$ cat src/rtl/udma_spi_slave_resp_if.sv
// Word-stream handshake between the SPI responder and its consumer/producer.
// The slave modport is the responder side; the master modport is the user side.
interface udma_spi_slave_resp_if #(
    parameter int DATA_WIDTH = 32
);
    logic [DATA_WIDTH-1:0] rx_data_o;
    logic                  rx_valid_o;
    logic                  rx_ready_i;
    logic [DATA_WIDTH-1:0] tx_data_i;
    logic                  tx_valid_i;
    logic                  tx_ready_o;

    modport slave (
        output rx_data_o,
        output rx_valid_o,
        input  rx_ready_i,
        input  tx_data_i,
        input  tx_valid_i,
        output tx_ready_o
    );

    modport master (
        input  rx_data_o,
        input  rx_valid_o,
        output rx_ready_i,
        output tx_data_i,
        output tx_valid_i,
        input  tx_ready_o
    );
endinterface

$ cat src/rtl/udma_spi_slave_resp.sv
// SPI responder: oversamples the master's pins on sys_clk_i, deserialises MOSI
// into RX words and serialises TX words onto MISO, MSB first.
module udma_spi_slave_resp #(
    parameter int SYNC_STAGES = 2,
    parameter int DATA_WIDTH  = 32
) (
    input  logic       sys_clk_i,
    input  logic       rstn_i,
    input  logic       cfg_cpol_i,
    input  logic       cfg_cpha_i,
    input  logic [1:0] cfg_datasize_i,
    input  logic       spi_clk_i,
    input  logic       spi_csn_i,
    input  logic       spi_mosi_i,
    output logic       spi_miso_o,
    output logic       spi_miso_oe_o,
    udma_spi_slave_resp_if.slave stream,
    output logic       rx_overflow_o,
    output logic       tx_underflow_o,
    output logic       frame_abort_o,
    output logic       busy_o
);

    typedef enum logic {IDLE = 1'b0, ACTIVE = 1'b1} state_t;

    state_t state_reg, state_next;

    logic [2:0] pin_vec;
    logic [2:0] sync_out;
    logic       clk_d_reg, csn_d_reg;
    logic       clk_s, csn_s, mosi_s;

    logic                  cpol_reg, cpha_reg;
    logic [1:0]            ds_reg;
    logic [5:0]            cnt_reg;
    logic [DATA_WIDTH-1:0] tx_shift_reg;
    logic [DATA_WIDTH-1:0] rx_shift_reg;
    logic [DATA_WIDTH-1:0] rx_word_reg;
    logic [DATA_WIDTH-1:0] rx_data_reg;
    logic                  rx_valid_reg;
    logic                  word_done_reg;
    logic                  tx_ready_reg, tx_underflow_reg, rx_overflow_reg, frame_abort_reg;

    logic                  clk_rise, clk_fall, csn_fall, csn_rise;
    logic                  lead_edge, trail_edge;
    logic                  frame_start, frame_stop, sample_edge, shift_edge, do_load;
    logic [5:0]            word_bits;
    logic [5:0]            cnt_inc;
    logic                  word_end;
    logic [DATA_WIDTH-1:0] rx_shift_in;
    logic                  tx_msb;

    // Clock, CSN and MOSI travel through identical chains so they stay aligned.
    assign pin_vec = {spi_clk_i, spi_csn_i, spi_mosi_i};

    generate
        for (genvar gi = 0; gi < SYNC_STAGES; gi++) begin : g_sync
            logic [2:0] stage_reg;
            if (gi == 0) begin : g_first
                always_ff @(posedge sys_clk_i) begin
                    if (!rstn_i) stage_reg <= 3'b010;
                    else         stage_reg <= pin_vec;
                end
            end else begin : g_next
                always_ff @(posedge sys_clk_i) begin
                    if (!rstn_i) stage_reg <= 3'b010;
                    else         stage_reg <= g_sync[gi-1].stage_reg;
                end
            end
        end
    endgenerate

    assign sync_out = g_sync[SYNC_STAGES-1].stage_reg;
    assign clk_s    = sync_out[2];
    assign csn_s    = sync_out[1];
    assign mosi_s   = sync_out[0];

    always_ff @(posedge sys_clk_i) begin
        if (!rstn_i) begin
            clk_d_reg <= 1'b0;
            csn_d_reg <= 1'b1;
        end else begin
            clk_d_reg <= clk_s;
            csn_d_reg <= csn_s;
        end
    end

    assign clk_rise   = clk_s & ~clk_d_reg;
    assign clk_fall   = ~clk_s & clk_d_reg;
    assign csn_fall   = ~csn_s & csn_d_reg;
    assign csn_rise   = csn_s & ~csn_d_reg;
    assign lead_edge  = cpol_reg ? clk_fall : clk_rise;
    assign trail_edge = cpol_reg ? clk_rise : clk_fall;

    assign frame_start = (state_reg == IDLE) && csn_fall;
    assign frame_stop  = (state_reg == ACTIVE) && csn_rise;
    // CSN release wins over any SPI edge seen in the same cycle.
    assign sample_edge = (state_reg == ACTIVE) && !csn_rise && (cpha_reg ? trail_edge : lead_edge);
    assign shift_edge  = (state_reg == ACTIVE) && !csn_rise && (cpha_reg ? lead_edge : trail_edge);
    assign do_load     = (frame_start && !cfg_cpha_i) || (shift_edge && (cnt_reg == 6'd0));

    always_comb begin
        word_bits = 6'd32;
        tx_msb    = tx_shift_reg[31];
        case (ds_reg)
            2'b00: begin word_bits = 6'd8;  tx_msb = tx_shift_reg[7];  end
            2'b01: begin word_bits = 6'd16; tx_msb = tx_shift_reg[15]; end
            default: ;
        endcase
    end

    assign cnt_inc     = cnt_reg + 6'd1;
    assign word_end    = sample_edge && (cnt_inc == word_bits);
    assign rx_shift_in = {rx_shift_reg[DATA_WIDTH-2:0], mosi_s};

    function automatic logic [DATA_WIDTH-1:0] mask_word(input logic [1:0] ds,
                                                        input logic [DATA_WIDTH-1:0] w);
        case (ds)
            2'b00:   return {24'd0, w[7:0]};
            2'b01:   return {16'd0, w[15:0]};
            default: return w;
        endcase
    endfunction

    always_ff @(posedge sys_clk_i) begin
        if (!rstn_i) state_reg <= IDLE;
        else         state_reg <= state_next;
    end

    always_comb begin
        state_next = state_reg;
        case (state_reg)
            IDLE:    if (csn_fall) state_next = ACTIVE;
            ACTIVE:  if (csn_rise) state_next = IDLE;
            default: state_next = IDLE;
        endcase
    end

    always_comb begin
        busy_o        = 1'b0;
        spi_miso_oe_o = 1'b0;
        spi_miso_o    = 1'b0;
        if (state_reg == ACTIVE) begin
            busy_o        = 1'b1;
            spi_miso_oe_o = 1'b1;
            spi_miso_o    = tx_msb;
        end
    end

    always_ff @(posedge sys_clk_i) begin
        if (!rstn_i) begin
            cpol_reg         <= 1'b0;
            cpha_reg         <= 1'b0;
            ds_reg           <= 2'b00;
            cnt_reg          <= 6'd0;
            tx_shift_reg     <= '0;
            rx_shift_reg     <= '0;
            rx_word_reg      <= '0;
            rx_data_reg      <= '0;
            rx_valid_reg     <= 1'b0;
            word_done_reg    <= 1'b0;
            tx_ready_reg     <= 1'b0;
            tx_underflow_reg <= 1'b0;
            rx_overflow_reg  <= 1'b0;
            frame_abort_reg  <= 1'b0;
        end else begin
            word_done_reg    <= word_end;
            frame_abort_reg  <= frame_stop && (cnt_reg != 6'd0);
            tx_ready_reg     <= do_load && stream.tx_valid_i;
            tx_underflow_reg <= do_load && !stream.tx_valid_i;
            rx_overflow_reg  <= word_done_reg && rx_valid_reg && !stream.rx_ready_i;

            if (do_load)         tx_shift_reg <= stream.tx_valid_i ? stream.tx_data_i : '0;
            else if (shift_edge) tx_shift_reg <= {tx_shift_reg[DATA_WIDTH-2:0], 1'b0};

            if (frame_start) begin
                cpol_reg     <= cfg_cpol_i;
                cpha_reg     <= cfg_cpha_i;
                ds_reg       <= cfg_datasize_i;
                cnt_reg      <= 6'd0;
                rx_shift_reg <= '0;
            end else if (frame_stop) begin
                cnt_reg <= 6'd0;
            end else if (sample_edge) begin
                rx_shift_reg <= rx_shift_in;
                cnt_reg      <= word_end ? 6'd0 : cnt_inc;
                if (word_end) rx_word_reg <= mask_word(ds_reg, rx_shift_in);
            end

            // A completed word may replace a word being consumed in this same cycle.
            if (word_done_reg) begin
                if (!rx_valid_reg || stream.rx_ready_i) begin
                    rx_data_reg  <= rx_word_reg;
                    rx_valid_reg <= 1'b1;
                end
            end else if (rx_valid_reg && stream.rx_ready_i) begin
                rx_valid_reg <= 1'b0;
            end
        end
    end

    assign stream.rx_data_o  = rx_data_reg;
    assign stream.rx_valid_o = rx_valid_reg;
    assign stream.tx_ready_o = tx_ready_reg;
    assign rx_overflow_o     = rx_overflow_reg;
    assign tx_underflow_o    = tx_underflow_reg;
    assign frame_abort_o     = frame_abort_reg;

endmodule

$ cat src/flat_wrapper.sv
// flat-port wrapper written by rule: the top's interface ports become plain ports
module udma_spi_slave_resp_flat 
#(
    parameter int SYNC_STAGES = 2,
    parameter int DATA_WIDTH  = 32
)
  (sys_clk_i, rstn_i, cfg_cpol_i, cfg_cpha_i, cfg_datasize_i, spi_clk_i, spi_csn_i, spi_mosi_i, spi_miso_o, spi_miso_oe_o, rx_overflow_o, tx_underflow_o, frame_abort_o, busy_o, stream_rx_data_o, stream_rx_valid_o, stream_rx_ready_i, stream_tx_data_i, stream_tx_valid_i, stream_tx_ready_o);
  udma_spi_slave_resp_if #(.DATA_WIDTH(DATA_WIDTH)) stream_i ();
  input  logic sys_clk_i;
  input  logic rstn_i;
  input  logic cfg_cpol_i;
  input  logic cfg_cpha_i;
  input  logic [1:0] cfg_datasize_i;
  input  logic spi_clk_i;
  input  logic spi_csn_i;
  input  logic spi_mosi_i;
  output logic spi_miso_o;
  output logic spi_miso_oe_o;
  output logic rx_overflow_o;
  output logic tx_underflow_o;
  output logic frame_abort_o;
  output logic busy_o;
  output wire logic [$bits(stream_i.rx_data_o)-1:0] stream_rx_data_o;
  output wire logic [$bits(stream_i.rx_valid_o)-1:0] stream_rx_valid_o;
  input wire logic [$bits(stream_i.rx_ready_i)-1:0] stream_rx_ready_i;
  input wire logic [$bits(stream_i.tx_data_i)-1:0] stream_tx_data_i;
  input wire logic [$bits(stream_i.tx_valid_i)-1:0] stream_tx_valid_i;
  output wire logic [$bits(stream_i.tx_ready_o)-1:0] stream_tx_ready_o;
  assign stream_rx_data_o = stream_i.rx_data_o;
  assign stream_rx_valid_o = stream_i.rx_valid_o;
  assign stream_i.rx_ready_i = stream_rx_ready_i;
  assign stream_i.tx_data_i = stream_tx_data_i;
  assign stream_i.tx_valid_i = stream_tx_valid_i;
  assign stream_tx_ready_o = stream_i.tx_ready_o;
  udma_spi_slave_resp #(.SYNC_STAGES(SYNC_STAGES), .DATA_WIDTH(DATA_WIDTH)) u_core (.sys_clk_i(sys_clk_i), .rstn_i(rstn_i), .cfg_cpol_i(cfg_cpol_i), .cfg_cpha_i(cfg_cpha_i), .cfg_datasize_i(cfg_datasize_i), .spi_clk_i(spi_clk_i), .spi_csn_i(spi_csn_i), .spi_mosi_i(spi_mosi_i), .spi_miso_o(spi_miso_o), .spi_miso_oe_o(spi_miso_oe_o), .stream(stream_i), .rx_overflow_o(rx_overflow_o), .tx_underflow_o(tx_underflow_o), .frame_abort_o(frame_abort_o), .busy_o(busy_o));
endmodule
$ cat config.mk
export PLATFORM = sky130hd
export DESIGN_NAME = udma_spi_slave_resp_flat
export DESIGN_NICKNAME = d
export VERILOG_FILES = /design/src/rtl/udma_spi_slave_resp_if.sv /design/src/rtl/udma_spi_slave_resp.sv /design/src/flat_wrapper.sv
export SDC_FILE = /design/constraint.sdc
export NUM_CORES = 1
export LEC_CHECK = 0
export CAP_MARGIN = 10
export CORE_ASPECT_RATIO = 0.75
export CORE_UTILIZATION = 49
export CTS_CLUSTER_SIZE = 16
export DETAILED_ROUTE_END_ITERATION = 8
export PLACE_DENSITY = 0.76
export SLEW_MARGIN = 20
export SYNTH_ARGS = -nofsm -noshare
export SYNTH_HDL_FRONTEND = slang
export SYNTH_SLANG_ARGS = --single-unit
$ cat constraint.sdc
create_clock -name sys_clk_i -period 2.23 [get_ports sys_clk_i]
set_input_delay 0.5575 -clock sys_clk_i [delete_from_list [all_inputs] [get_ports sys_clk_i]]
set_output_delay 0.5575 -clock sys_clk_i [all_outputs]
set_load 0.05 [all_outputs]
==> results.yml, run 1 <==
placement:
  routabilityCongestion: 0.790
  io_buffer_count: 82
  hpwlAfterDp_um: 8260
routing:
  drt-initial-drc-count: 270
  detail-route-antenna-nets: 0
  first_pass_iters: 5
  wl_um: 13300
  avgViaCountPerCell: 5.33
  wl_per_cell_um: 14.3
  drcViolationCount: 0
  via_count: 4948
sta:
  period_needed_ns: 2.18
  worst_pin_slew_ns: 0.602
  hold_violations: 0
  skew_ns: 0.00637
  post-route-period-util_pct: 97.7
  slew_headroom_pct: 59.8
  hold_slack_ns: 0.420
  maxSlewViolCount: 0
  max_freq_mhz: 459
  setup_viol: 0
power:
  powerDensity_nw_per_um2: 809
  power.switching_w: 0.00125
  clkPwrFrac_pct: 51.6
  p_comb_share_pct: 4.2
  vdd_drop_max_mv: 0.520
  p_int_w: 0.00502
  p_seq_share_pct: 44.2
  p_total_w: 0.00627
  swShare_pct: 20.0
  leakage_nw: 2.71
logic_synthesis:
  synth_edf_count: 0
  synthesis.nets: 737
  async_flop_share_pct: 0
  syn_inst: 691
  synthTopCellsByArea: "dfxtp_1 (51%), nand2_1 (12%), mux2i_1 (5.9%)"
  synth.top_cell.area_share_pct: 51.1
  syn_area_um2: 5960
  yosysWarnings: 0
  ys.flop_type: "dfxtp_1"
  synth_top_cells_by_count: "nand2_1 (184), dfxtp_1 (152), a21oi_1 (64), clkbuf_1 (49), nor2_1 (38)"
  syn_area_per_cell_um2: 8.62
  synthDistinctLibCells: 42
  synth-seq-cells: 152
  ys_seq_area_share_pct: 51.1
  yosys.area.top_type: "dfxtp_1"
  yosysMostFrequentCell: "nand2_1"
finish:
  drive_above_1_share_pct: 9.52
  num-nets-final: 800
  fillers: 900
  area_growth_pct: 30.1
  antenna_cells: 0
critical_path:
  worst-setup-path-type: "flip-flop to flip-flop"
  critPathMaxFanout: 6
  start_kind: "flip-flop"
  worstSetupEndpointType: "flip-flop"
  crit_arrival_ns: 2.52
  required_ns: 2.57
min_path:
  hold_class: "flip-flop to flip-flop"
global_routing:
  grt_pass1_vias: 4729
  grt_antenna_before_repair: 0
  grt_max_degree: 79
  grt.total_usage_pct: 21.8
  grt_overflow_total: 0
  grt_first_pass_wirelength_um: 21900
clock_network:
  clock_latency_ns: 0.42
  tritoncts: "yes"
  htree_levels: 4
  clock_sinks: 152
  root_buffer: "clkbuf_16"
  clockBufferDepth: 2
  cts_made_buffers: 17
  path_clk_slew_ns: 0.06
  cts-hold-fix-buffers: 0
die:
  die-area_um2: 12600
  start_util_pct: 50.9
  rows: 34
  coreArea_um2: 11700
  die_w_um: 129
  boundaryPins: 83
  die_h_um: 97.5
flow_run:
  max_cap_violations: 0
status:
  status: "completed"
==> power groups by stage <==
stage / logic, W / registers [W] / clock network [W]
6_report: 0.000263 / 0.00277 / 0.00323
5_1_grt: 0.000284 / 0.00277 / 0.00340
4_1_cts: 0.000262 / 0.00277 / 0.00328
3_3_place_gp: 0.000255 / 0.00283 / 0
2_1_floorplan: 0.000138 / 0.00283 / 0
3_5_place_dp: 0.000261 / 0.00283 / 0
==> worst max-delay path: stages, from the launching register on <==
cell,delay [ns]
dfxtp_2,0.35
and3_2,0.27
and4_4,0.21
or2_1,0.25
o31ai_2,0.23
and4b_4,0.42
clkbuf_16,0.20
mux2i_1,0.19
==> metrics by stage <==
step	cell area, um^2	cells	utilization, %	worst slack, ns	setup TNS [ns]
floorplan	5960	691	-	0.0185	0
global placement	6950	893	59.4	0.106	0
detailed placement	6950	893	59.4	0.0105	0
CTS	7640	925	65.3	0.00784	0
global route	7750	929	66.2	-0.00710	-0.00713
finish	7750	929	66.2	0.0516	0
==> kinds of logic after synthesis <==
kind of cell | synth area share, %
compound gates | 16.7
xor+xnor | 0.735
fa+ha+maj | 0.630
buf+inv | 4.98
flops | 51.1
mux | 5.88
simple gates | 20.0
==> per-layer routing <==
metal | vias to the layer above | track usage (%) | wire [um]
met5 | - | 0 | 0
met4 | 0 | 9.32 | 208
met3 | 23 | 4.30 | 562
met2 | 119 | 36.4 | 6440
met1 | 2333 | 27.3 | 6040
li1 | 2473 | - | -
==> worst paths after layout <==
kind | startpoint | end | slack, ns | cells after the start
hold reg to reg | u_core.g_sync[0].stage_reg[1] | u_core.g_sync[1].stage_reg[1] | 0.42 | 1
setup reg to reg | u_core.cnt_reg[2] | u_core.rx_word_reg[9] | 0.05 | 7
hold / removal | u_core.g_sync[0].stage_reg[1] | u_core.g_sync[1].stage_reg[1] | 0.42 | 1
setup / recovery | u_core.cnt_reg[2] | u_core.rx_word_reg[9] | 0.05 | 7
==> cells in the final DEF, fill, tap and decap left out, types with 2 or more instances in the layout <==
cell / synthesis / layout
mux2i_1: 35 / 34
inv_1: 4 / 4
dfxtp_2: 0 / 3
buf_4: 2 / 14
clkdlybuf4s50_1: 0 / 78
clkbuf_16: 0 / 20
o21ai_2: 0 / 2
nand2_1: 184 / 184
nor4_1: 3 / 3
nor2b_1: 6 / 5
clkinv_4: 0 / 3
nand2b_1: 6 / 6
a21oi_1: 64 / 64
o221ai_1: 30 / 30
o2bb2ai_1: 3 / 3
ha_1: 3 / 2
o211a_1: 2 / 2
and2_1: 9 / 9
dfxtp_1: 152 / 149
nor2_1: 38 / 37
a21boi_0: 36 / 36
clkbuf_8: 0 / 5
o21ai_0: 8 / 7
buf_12: 1 / 9
bufinv_16: 0 / 5
nand3_1: 23 / 23
xor2_1: 3 / 3
or2_1: 2 / 2
a31oi_1: 2 / 2
==> layout make-up <==
cell class              count  area, um^2  share of cell area (%)
inverters                   4        15.0                   0.194
repair buffers            104        1140                    14.7
well taps                 162         203                    2.62
flip-flops and latches    152        3050                    39.3
multi-input cells         475        2660                    34.3
clock inverters            10         189                    2.44
clock buffers              22         494                    6.38
==> repair_timing <==
| action | 4_1_cts | 5_1_grt |
|---|---|---|
| buffers inserted | 0 | 1 |
| gates resized for setup | 1 | 10 |
| setup endpoints to repair | 6 | 36 |
| pin swaps | 1 | 3 |
| gates cloned | 0 | 3 |
No activity file was read; power rests on OpenSTA's default activity.
==> inputs of run 2 (changes only) <==
--- a/config.mk
+++ b/config.mk
@@ -7,10 +7,10 @@
 export LEC_CHECK = 0
 export CAP_MARGIN = 10
 export CORE_ASPECT_RATIO = 0.75
-export CORE_UTILIZATION = 49
+export CORE_UTILIZATION = 55
 export CTS_CLUSTER_SIZE = 16
 export DETAILED_ROUTE_END_ITERATION = 8
-export PLACE_DENSITY = 0.76
+export PLACE_DENSITY = 0.8
 export SLEW_MARGIN = 20
 export SYNTH_ARGS = -nofsm -noshare
 export SYNTH_HDL_FRONTEND = slang
==> constraint.sdc (replaced) <==
create_clock -name sys_clk_i -period 2.6 [get_ports sys_clk_i]
set_input_delay 0.65 -clock sys_clk_i [delete_from_list [all_inputs] [get_ports sys_clk_i]]
set_output_delay 0.65 -clock sys_clk_i [all_outputs]
set_load 0.05 [all_outputs]
==> run 2 against run 1 <==
  * Fmax shrank 9.4%
  * Routed wire length fell by 7.4%
  * Clock power shrank 26%
  * Via count down 1.3%
  * Sequential share of layout area increased by 1.7 points
  * Critical endpoint unchanged
  * Largest cell class unchanged
  * Largest power group unchanged
==> results.yml, run 2 (same netlist as run 1, synthesis figures left out) <==
sta:
  final.setup.tns_ns: 0
  worst_pin_slew_ns: 0.610
  skew_ns: 0.0101
  maxSlewViolCount: 0
  slew_headroom_pct: 59.2
  post-route-period-util_pct: 92.5
  hold_violations: 0
  finalWorstSetupSlack_ns: 0.195
  rsz0062_at_grt: "no"
  period_needed_ns: 2.41
  max_freq_mhz: 416
  setup_viol: 0
finish:
  antenna_cells: 0
  num-nets-final: 795
  area_growth_pct: 24.4
  postLayoutCellArea_um2: 7410
  layout_common_cells: "nand2_1 (184), dfxtp_1 (152), clkdlybuf4s50_1 (80)"
  drive_above_1_share_pct: 7.10
  final_common_cell: "nand2_1"
clock_network:
  clock_latency_ns: 0.42
  clock_sinks: 152
  cts_made_buffers: 17
  clockBufferDepth: 2
  root_buffer: "clkbuf_16"
  cts-hold-fix-buffers: 0
  cts_resized: 0
  htree_levels: 4
  path_clk_slew_ns: 0.06
  tritoncts: "yes"
  post-cts-setup-buffer-count: 0
status:
  status: "completed"
critical_path:
  worstSetupEndpointType: "flip-flop"
  required_ns: 2.94
  r2r_cells: 8
  worst-setup-path-type: "flip-flop to flip-flop"
  critPathMaxFanout: 17
  start_kind: "flip-flop"
  crit_arrival_ns: 2.74
die:
  die_h_um: 92.1
  die-area_um2: 11300
  rows: 32
  start_util_pct: 57.2
  coreArea_um2: 10400
  die_w_um: 122
  boundaryPins: 83
global_routing:
  grt_first_pass_wirelength_um: 21100
  grt.total_usage_pct: 23.4
  grt_antenna_before_repair: 0
  grt_max_degree: 61
  grt_overflow_total: 0
  grt_pass1_vias: 4843
placement:
  routabilityCongestion: 0.811
  dpl_cell_area_um2: 6830
  io_buffer_count: 82
  hpwlAfterDp_um: 7790
  place_ws_ns: 0.207
routing:
  drt-initial-drc-count: 349
  drcViolationCount: 0
  wl_per_cell_um: 13.7
  avgViaCountPerCell: 5.44
  detail-route-antenna-nets: 0
  via_count: 4883
  wl_um: 12300
  first_pass_iters: 5
power:
  p_total_w: 0.00500
  vdd_drop_max_mv: 0.457
  powerDensity_nw_per_um2: 675
  leakage_nw: 2.59
min_path:
  hold_class: "flip-flop to flip-flop"
  min_path_cells: 1
flow_run:
  max_cap_violations: 0
## run 2: cell count changes in the layout (fill, tap and decap cells not counted), moves of 2 or more
cell             before  now
buf_4                14   17
clkdlybuf4s50_1      78   80
dfxtp_2               3    0
and3_1                1    3
clkinv_2              1    4
bufinv_16             5    2
clkbuf_16            20   17
dfxtp_1             149  152
clkinv_4              3    0
clkbuf_1              0    2
buf_12                9    2
## run 2: final timing paths
kind                            startpoint                            end  slack (ns)
max                      u_core.cnt_reg[0]          u_core.rx_word_reg[9]        0.19
max reg2reg              u_core.cnt_reg[0]          u_core.rx_word_reg[9]        0.19
min          u_core.g_sync[0].stage_reg[1]  u_core.g_sync[1].stage_reg[1]        0.42
min reg2reg  u_core.g_sync[0].stage_reg[1]  u_core.g_sync[1].stage_reg[1]        0.42
## run 2: stage by stage
step                instances  utilization (%)  hold slack (ns)
detailed placement        866             65.6            0.405
global placement          866             65.6            0.395
floorplan                 691                -            0.386
CTS                       897             71.2            0.425
global route              897             71.2            0.440
finish                    897             71.2            0.417
## run 2: power breakdown
group	leakage (nW)	internal, W	total (W)	switching, W
clock network	0.285	0.00150	0.00240	0.000902
logic	1.07	0.000105	0.000218	0.000113
registers	1.23	0.00236	0.00238	0.0000178
## run 2: layout make-up
| cell class | count | area, um^2 |
|---|---|---|
| clock buffer | 23 | 488 |
| clock inverter | 8 | 95.1 |
| fill | 820 | 3000 |
| inverter | 4 | 15.0 |
| multi-input combinational | 475 | 2630 |
| sequential | 152 | 3040 |
| tap | 136 | 170 |
| timing repair buffer | 99 | 968 |
## run 2: metal layers
metal	track usage (%)	vias to the layer above	routed length (um)
li1	-	2463	-
met1	28.0	2278	5760
met2	40.0	118	5820
met3	4.98	24	480
met4	11.0	0	217
met5	0	-	0
## run 2: worst max-delay path, cell delays in order, from the launching register on
cell,delay (ns)
dfxtp_1,0.34
ha_1,0.25
and3_1,0.24
xnor2_1,0.28
a21oi_1,0.14
o31ai_1,0.23
and4b_2,0.28
buf_4,0.30
mux2i_1,0.26
